--- config.mk ---
export PLATFORM = sky130hd
export DESIGN_NAME = vga_timing_core
export DESIGN_NICKNAME = d
export VERILOG_FILES = /design/src/rtl/vga_timing_core.sv
export SDC_FILE = /design/constraint.sdc
export NUM_CORES = 1
export LEC_CHECK = 0
export BUFFER_PORTS_ARGS = -buffer_cell sky130_fd_sc_hd__buf_4
export CAP_MARGIN = 20
export CORE_UTILIZATION = 30
export CTS_CLUSTER_SIZE = 12
export DETAILED_ROUTE_END_ITERATION = 12
export PLACE_DENSITY = 0.58
export SYNTH_ARGS = -nofsm -noshare
export SYNTH_HDL_FRONTEND = slang
export SYNTH_SLANG_ARGS = --single-unit
--- constraint.sdc ---
create_clock -name CLK -period 4.2 [get_ports CLK]
set_input_delay 0.84 -clock CLK [delete_from_list [all_inputs] [get_ports CLK]]
set_output_delay 0.84 -clock CLK [all_outputs]
set_load 0.02 [all_outputs]
--- src/rtl/vga_timing_core.sv ---
// Parametrised VGA timing generator: H/V counters, registered sync/DE/colour.
// Optional bar test pattern under `VGA_TESTPAT_EN.
module vga_timing_core #(
    parameter int COLOR_W = 8,
    parameter int CNT_W   = 11,
    parameter int H_DISP  = 266,
    parameter int H_FP    = 8,
    parameter int H_SYNC  = 24,
    parameter int H_BP    = 42,
    parameter int V_DISP  = 600,
    parameter int V_FP    = 1,
    parameter int V_SYNC  = 2,
    parameter int V_BP    = 22,
    parameter bit HS_POL  = 1'b0,
    parameter bit VS_POL  = 1'b0
) (
    input  logic               CLK,
    input  logic               RESET_N,
    input  logic               CE,
    input  logic [COLOR_W-1:0] PIXEL,
    input  logic               TP_SEL,
    output logic [CNT_W-1:0]   X,
    output logic [CNT_W-1:0]   Y,
    output logic               PIXEL_REQ,
    output logic               HSYNC,
    output logic               VSYNC,
    output logic [COLOR_W-1:0] COLOR,
    output logic               DE,
    output logic               FRAME
);

    localparam int H_TOTAL = H_DISP + H_FP + H_SYNC + H_BP;
    localparam int V_TOTAL = V_DISP + V_FP + V_SYNC + V_BP;

    localparam logic [CNT_W-1:0] H_LAST = CNT_W'(H_TOTAL - 1);
    localparam logic [CNT_W-1:0] V_LAST = CNT_W'(V_TOTAL - 1);
    localparam logic [CNT_W-1:0] H_ACT  = CNT_W'(H_DISP);
    localparam logic [CNT_W-1:0] V_ACT  = CNT_W'(V_DISP);
    localparam logic [CNT_W-1:0] HS_BEG = CNT_W'(H_DISP + H_FP);
    localparam logic [CNT_W-1:0] HS_END = CNT_W'(H_DISP + H_FP + H_SYNC);
    localparam logic [CNT_W-1:0] VS_BEG = CNT_W'(V_DISP + V_FP);
    localparam logic [CNT_W-1:0] VS_END = CNT_W'(V_DISP + V_FP + V_SYNC);

    logic [CNT_W-1:0]   x_q, x_d, y_q, y_d;
    logic               hs_q, hs_d, vs_q, vs_d;
    logic               de_q, de_d, frame_q, frame_d;
    logic [COLOR_W-1:0] color_q, color_d;
    logic [COLOR_W-1:0] pix_src;
    logic               x_last, y_last, hs_raw, vs_raw;

    assign x_last    = (x_q == H_LAST);
    assign y_last    = (y_q == V_LAST);
    assign hs_raw    = (x_q >= HS_BEG) && (x_q < HS_END);
    assign vs_raw    = (y_q >= VS_BEG) && (y_q < VS_END);
    assign PIXEL_REQ = (x_q < H_ACT) && (y_q < V_ACT);

`ifdef VGA_TESTPAT_EN
    logic [CNT_W+3:0]   bar_div;
    logic [2:0]         bar;
    logic [COLOR_W-1:0] tp_col;

    assign bar_div = {1'b0, x_q, 3'b000} / (CNT_W + 4)'(H_DISP);
    assign bar     = bar_div[2:0];

    // Bar index repeated MSB-first so bar 7 fills all ones at any width
    always_comb begin
        tp_col = '0;
        for (int i = 0; i < COLOR_W; i++) begin
            tp_col[COLOR_W-1-i] = bar[2 - (i % 3)];
        end
    end

    assign pix_src = TP_SEL ? tp_col : PIXEL;
`else
    logic unused_tp_sel;
    assign unused_tp_sel = TP_SEL;
    assign pix_src       = PIXEL;
`endif

    always_comb begin
        x_d     = x_q;
        y_d     = y_q;
        hs_d    = hs_q;
        vs_d    = vs_q;
        de_d    = de_q;
        color_d = color_q;
        frame_d = 1'b0;
        if (CE) begin
            x_d = x_last ? '0 : x_q + 1'b1;
            if (x_last) begin
                y_d = y_last ? '0 : y_q + 1'b1;
            end
            hs_d    = hs_raw ? HS_POL : ~HS_POL;
            vs_d    = vs_raw ? VS_POL : ~VS_POL;
            de_d    = PIXEL_REQ;
            color_d = PIXEL_REQ ? pix_src : '0;
            frame_d = x_last && y_last;
        end
    end

    always_ff @(posedge CLK or negedge RESET_N) begin
        if (!RESET_N) begin
            x_q     <= '0;
            y_q     <= '0;
            hs_q    <= ~HS_POL;
            vs_q    <= ~VS_POL;
            de_q    <= 1'b0;
            color_q <= '0;
            frame_q <= 1'b0;
        end else begin
            x_q     <= x_d;
            y_q     <= y_d;
            hs_q    <= hs_d;
            vs_q    <= vs_d;
            de_q    <= de_d;
            color_q <= color_d;
            frame_q <= frame_d;
        end
    end

    assign X     = x_q;
    assign Y     = y_q;
    assign HSYNC = hs_q;
    assign VSYNC = vs_q;
    assign DE    = de_q;
    assign COLOR = color_q;
    assign FRAME = frame_q;

endmodule

==> results of run 1 <==
-- per-stage QoR --
stage	instances	power, mW	utilization (%)	worst slack [ns]	hold slack, ns
floorplan	177	0.5373	-	1.712	0.5203
detailed placement	289	0.6101	37.71	1.633	0.5034
global route	297	0.9057	39.24	1.200	0.5219
CTS	297	0.8660	39.24	1.306	0.5087
finish	297	0.8506	39.24	1.328	0.4881
global placement	289	0.6094	37.71	1.627	0.4900
-- cells in the final DEF, fill, tap and decap left out, drive strengths merged, types with 2 or more instances in the layout --
cell	n
xor2	4
nand3	11
nand4	5
nand2	13
o21ai	5
a41oi	2
ha	5
or3	2
and4b	2
buf	45
nor3	4
and3	6
mux2i	3
dfrtp	32
dfstp	2
nor2	9
and2	2
mux2	2
clkbuf	8
inv	18
nor4b	2
a21oi	5
o22ai	8
a31oi	4
xnor2	6
-- metal layers --
metal / vias up / global-route usage (%)
met5: - / 0
met3: 5 / 4.686
met4: 0 / 5.893
met1: 682 / 18.93
met2: 31 / 20.68
li1: 722 / -
-- how the worst max path moves through the flow --
stage	startpoint	end	cells past startpoint
floorplan	Y[5]$_DFFE_PN0P_	PIXEL_REQ	4
global placement	Y[5]$_DFFE_PN0P_	PIXEL_REQ	5
detailed placement	Y[5]$_DFFE_PN0P_	PIXEL_REQ	5
CTS	Y[5]$_DFFE_PN0P_	PIXEL_REQ	5
global route	X[10]$_DFFE_PN0P_	PIXEL_REQ	4
finish	Y[5]$_DFFE_PN0P_	PIXEL_REQ	5
-- worst max-delay path, stage by stage (launching register included) --
cell and delay, ns:
dfrtp_1 0.44, a211o_1 0.35, a2111oi_4 0.40, o2111ai_4 0.29, inv_1 0.11, buf_4 0.14
-- cells by family after synthesis --
family / after synthesis
adders and majority gates: 5
AOI/OAI and AO/OA: 34
and+or+nand+nor: 63
xor gates and xnor gates: 10
DFF: 34
buffers and inverters: 26
muxes: 5
-- power by group through the flow --
stage,Combinational [mW],Clock [mW],Sequential [mW]
finish,0.183,0.250,0.417
global route,0.200,0.279,0.426
CTS,0.187,0.261,0.417
detailed placement,0.187,0,0.423
global placement,0.187,0,0.423
floorplan,0.122,0,0.415
-- layout make-up --
cell class	instances	area (um^2)	share of cell area, %
multi-input cells	117	867.1	37.54
inverters	18	67.56	2.925
repair buffers	45	337.8	14.63
flip-flops and latches	34	853.3	36.94
well taps	75	93.84	4.063
clock buffers	8	90.09	3.900
-- flip-flops by register name, indices dropped and copies added, names as in the netlist --
register  count
DE            1
COLOR         8
X            11
HSYNC         1
FRAME         1
Y            11
VSYNC         1
==> summary.md, run 1 <==
| Metric | Value |
|---|---|
| Status | complete, no violations |
| 1st-pass router iterations | 4 |
| Post-CTS resize count | 0 |
| Antenna Cells | 0 |
| Most used DFF post-synth | dfrtp_1 |
| Fin crit share | 68.39% |
| Crit-path max FO | 10 |
| Netlist cell types | 48 |
| Final Hold Viols | 0 |
| IO Port Bufs | 45 |
| Cell count after synthesis | 177 |
| Final HPWL DP | 2.683 mm |
| Clk root buf | clkbuf_8 |
| Post-synth EDFFs | 0 |
| Drt total wl | 3.851 mm |
| Post-route ant nets | 0 |
| # Post-CTS Setup Buffers | 0 |
| Final std cell area, no fill | 0.002310 mm^2 |
| Post-synthesis mux area share | 3.093% |
| Met1 WL | 1.904 mm |
| Core Rows | 28 |
| Compound-Gate Fraction of Synth Area | 14.43% |
| Avg Inst Size Synth | 10.29 um^2 |
| Clk Latency, worst-skew pair | 0.29 ns |
| Post-Synthesis Cell Area | 0.001820 mm^2 |
| DRC Markers | 0 |
| Clk_skew | 0.004424 ns |
| Area contributors post-synth | dfrtp_1 (44%), inv_1 (3.7%), ha_1 (3.4%), nand3_1 (3.0%), dfstp_2 (2.9%) |
| Post-Synth XOR/XNOR Area | 4.811% |
| Mean routed wirelength per cell | 12.97 um |
| Clk slew on worst S/H paths | 0.07 ns |
| Pins Over Slew Limit | 0 |
| Proportion of layout cells with a drive suffix above 1 | 30.63% |
| PwrDens | 368.3 mW/mm^2 |
| Die ar. | 0.006384 mm^2 |
| Switching pwr | 0.2776 mW |
| Nets | 238 |
| Clock Tree Buf Depth | 2 |
| Yosys warnings | 0 |
| Largest family of logic cells by synthesized area | simple AND/OR/NAND/NOR gates |
| Pin slew with the least headroom to its limit | 0.4424 ns |
| Most area-hungry cell type in the Yosys netlist | dfrtp_1 |
| CTS tree | built |
| Sink Count | 34 |
| Vias in the first global route | 1,358 |
| Die W | 79.90 um |
| Internal | 0.5730 mW |
| # hold bufs at CTS | 0 |
| Initial antenna violation count | 0 |
| Htree depth | 2 |
| Startpoint types | flip-flop |
| R2R Path End | Y[10]$_DFFE_PN0P_ |
| Via/cell ratio | 4.848 |
| Combinational Power Share | 21.6% |
| Max Fclk | 348.1 MHz |
| Initial DRC count | 43 |
| Total Routing Usage GR | 14.13% |
| Worst setup path category | reg2out |
| Cell with the most instances after synthesis | dfrtp_1 |
| Yosys reg bits | 34 |
| Setup TNS | 0 ns |
| R2R Path Start | X[1]$_DFFE_PN0P_ |
| Pleak | 1.064 nW |
| R2R cell count | 5 |
| Post-Syn Nets | 194 |
| Min cycle time layout | 2.872 ns |
| Top cell type's share of synthesized area | 43.99% |
| Placed Instance Area | 0.002220 mm^2 |
| Adder-Cell Fraction of Synth Area | 3.436% |
| Uppermost routed layer | met4 |
| Grt ovf | 0 |
| Synth async-reset ratio | 100.0% |
| Simple-Gate Fraction of Synth Area | 21.86% |
| Hold WC Path Type | in2async |
| Vias post-DR | 1,440 |
| Sequential Power Share | 49.0% |
| Post-synth top cells | dfrtp_1 (32), inv_1 (18), nand2_1 (13) |
| Setup violators final | 0 |
| GP Congestion | 0.7779 |
| Wire length on met3 | 212 um |
| Die H | 79.90 um |
| Ports | 47 |
| Pin count of the biggest net entering global routing | 35 |
| Setup repair after global routing missed its margin | no |
| Req. time, crit path | 3.36 ns |
| Max-cap violations | 0 |
| Clock Power Share | 29.4% |
| First-pass GRT wire length | 6.748 mm |
| Starting Density | 30.93% |
| CP endpoint kind | output port |
| Sw frac | 32.64% |
| Layout area overhead | 26.87% |
| Cts bufs inserted | 5 |
| Max IR drop VDD | 0.0001558 V |
| Max-Slew Margin vs Limit | 70.51% |
| Fillers | 603 |
| Core ar. | 0.005886 mm^2 |
| DR WL met2 | 1.662 mm |
| CP Data Arrival Time | 2.03 ns |
| Sequential share of the synthesized area | 46.87% |
| R2R Setup Slk | 2.26 ns |
(Power assumes the default switching activity.)
==> inputs of run 2 (changes only) <==
==> constraint.sdc (replaced) <==
create_clock -name CLK -period 2.8 [get_ports CLK]
set_input_delay 0.56 -clock CLK [delete_from_list [all_inputs] [get_ports CLK]]
set_output_delay 0.56 -clock CLK [all_outputs]
set_load 0.02 [all_outputs]
==> summary.md, run 2 (synthesized netlist as in run 1, its figures left out) <==
| Metric | Value |
|---|---|
| Clk slew on worst S/H paths | 0.07 ns (about the same) |
| Via/cell ratio | 4.832 (-0.34%) |
| Placed Instance Area | 0.002227 mm^2 (+0.34%) |
| Htree depth | 2 (unchanged) |
| Most common cell after layout, fill and taps aside | buf_4 |
| Ports | 47 (unchanged) |
| Final core occ | 39.39% (+0.15 points) |
| Clk_skew | 0.007362 ns (+0.002939 ns) |
| Layout area overhead | 27.35% |
| Setup TNS | 0 ns (unchanged) |
| Crit-path max FO | 7 (-3) |
| Sw frac | 33.32% (+0.68 points) |
| Mean routed wirelength per cell | 13.34 um (+2.8%) |
| Max-Slew Margin vs Limit | 71.17% (+0.67 points) |
| Sequential Power Share | 48.7% (-0.3 points) |
| Leading cell types in the layout, fill and taps excluded | buf_4 (46), dfrtp_1 (32), inv_1 (18), nand2_1 (13), nand3_1 (11) |
| 1st-pass router iterations | 4 (unchanged) |
| IO Port Bufs | 45 (unchanged) |
| Starting Density | 30.93% (unchanged) |
| Max Fclk | 405.9 MHz |
| CTS tree | built |
| Pin count of the biggest net entering global routing | 35 (unchanged) |
| Hold Slack | 0.2115 ns (-0.2765 ns) |
| Clock Power Share | 29.6% (+0.2 points) |
| CP Data Arrival Time | 1.90 ns (-0.13 ns) |
| Die H | 79.90 um (unchanged) |
| Min cycle time layout | 2.464 ns |
| Pleak | 1.071 nW (+0.65%) |
| Setup violators final | 0 (unchanged) |
| Pin slew with the least headroom to its limit | 0.4324 ns (-0.01001 ns) |
| Max IR drop VDD | 0.0002281 V (+46%) |
| Vias in the first global route | 1,369 (+0.81%) |
| Post-route ant nets | 0 (unchanged) |
| R2R Path End | Y[10]$_DFFE_PN0P_ |
| Final Hold Viols | 0 (unchanged) |
| Antenna Cells | 0 (unchanged) |
| Startpoint types | flip-flop |
| Core Rows | 28 (unchanged) |
| Vias post-DR | 1,440 (unchanged) |
| # hold bufs at CTS | 0 (unchanged) |
| Core ar. | 0.005886 mm^2 (unchanged) |
| Die ar. | 0.006384 mm^2 (unchanged) |
| Sink Count | 34 (unchanged) |
| Die W | 79.90 um (unchanged) |
| Status | complete, no violations |
| Grt ovf | 0 (unchanged) |
| Proportion of layout cells with a drive suffix above 1 | 31.39% (+0.76 points) |
| Total Power | 1.286 mW (+51%) |
| Max-cap violations | 0 (unchanged) |
| R2R cell count | 5 (unchanged) |
| Req. time, crit path | 2.24 ns (-1.12 ns) |
| DRC Markers | 0 (unchanged) |
| Nets | 239 (+0.42%) |
| Total Routing Usage GR | 14.18% (+0.052 points) |
| Setup repair after global routing missed its margin | no |
| Grt met2 use | 21.88% (+1.2 points) |
| Internal | 0.8573 mW (+50%) |
| Combinational Power Share | 21.7% (about the same) |
| Initial antenna violation count | 0 (unchanged) |
| CP endpoint kind | output port |
| Pins Over Slew Limit | 0 (unchanged) |
| Hold WC Path Type | in2async |
| GRT busiest layer | met2 |
| Post-CTS resize count | 0 (unchanged) |
| Met3 usage | 4.686% (unchanged) |
| Clock Tree Buf Depth | 2 (unchanged) |
| R2R Setup Slk | 0.85 ns (-1.41 ns) |
| Fin crit share | 87.99% |
| Clk root buf | clkbuf_8 |
| R2R Path Start | X[1]$_DFFE_PN0P_ |
| Worst setup path category | reg2out |
| Fillers | 625 (+3.6%) |
| PwrDens | 554.6 mW/mm^2 (+51%) |
| # Post-CTS Setup Buffers | 0 (unchanged) |
| First-pass GRT wire length | 6.713 mm (-0.52%) |
| Cts bufs inserted | 5 (unchanged) |
| Clk Latency, worst-skew pair | 0.29 ns (about the same) |
| GP Congestion | 0.7911 (+1.7%) |
| Grt met1 use | 18.07% (-0.86 points) |
| Final HPWL DP | 2.814 mm (+4.9%) |
| Initial DRC count | 86 (+100%) |
| Final std cell area, no fill | 0.002318 mm^2 (+0.38%) |
| Drt total wl | 3.974 mm (+3.2%) |
| Multi-input gate area | 867.1 um^2 (unchanged) |
| Switching pwr | 0.4284 mW (+54%) |
| Register area | 853.3 um^2 (unchanged) |
## run 2: through the flow
| stage | worst slack (ns) | cells |
|---|---|---|
| 2_1_floorplan | 0.5924 | 177 |
| 3_3_place_gp | 0.6505 | 290 |
| 3_5_place_dp | 0.6323 | 290 |
| 4_1_cts | 0.3034 | 298 |
| 5_1_grt | 0.2229 | 298 |
| 6_report | 0.3362 | 298 |
## run 2: layout make-up
cell class              count  area share, %
clock buffers               7          3.724
multi-input cells         117          37.40
flip-flops and latches     34          36.81
inverters                  18          2.914
well taps                  75          4.047
repair buffers             46          14.89
clock inverters             1         0.2159
## run 2: how the worst max path moves through the flow
stage,slack [ns],start,cells past startpoint,end
after floorplan,0.59,Y[5]$_DFFE_PN0P_,4,PIXEL_REQ
after global placement,0.65,Y[5]$_DFFE_PN0P_,5,PIXEL_REQ
after detailed placement,0.63,Y[5]$_DFFE_PN0P_,5,PIXEL_REQ
after CTS,0.30,Y[5]$_DFFE_PN0P_,5,PIXEL_REQ
after global routing,0.22,Y[5]$_DFFE_PN0P_,5,PIXEL_REQ
final,0.34,Y[5]$_DFFE_PN0P_,5,PIXEL_REQ
## run 2: metal layers
layer | up-vias | wire (um) | share of wire [%]
met2 | 37 | 1830 | 46
met4 | 0 | 71 | 1.8
met5 | - | 0 | 0
met3 | 6 | 249 | 6.3
li1 | 724 | - | -
met1 | 673 | 1823 | 46
## run 2: critical path, cell delays in order, from the launching register on
cell and delay, ns:
dfrtp_1 0.45, a211o_1 0.36, a2111oi_4 0.40, o2111ai_4 0.18
inv_1 0.09, buf_4 0.13
## run 2: power by group through the flow
stage,registers (mW),clock network (mW),logic (mW)
6_report,0.626,0.381,0.278
5_1_grt,0.638,0.413,0.303
4_1_cts,0.628,0.391,0.284
3_5_place_dp,0.636,0,0.284
3_3_place_gp,0.633,0,0.280
2_1_floorplan,0.622,0,0.184
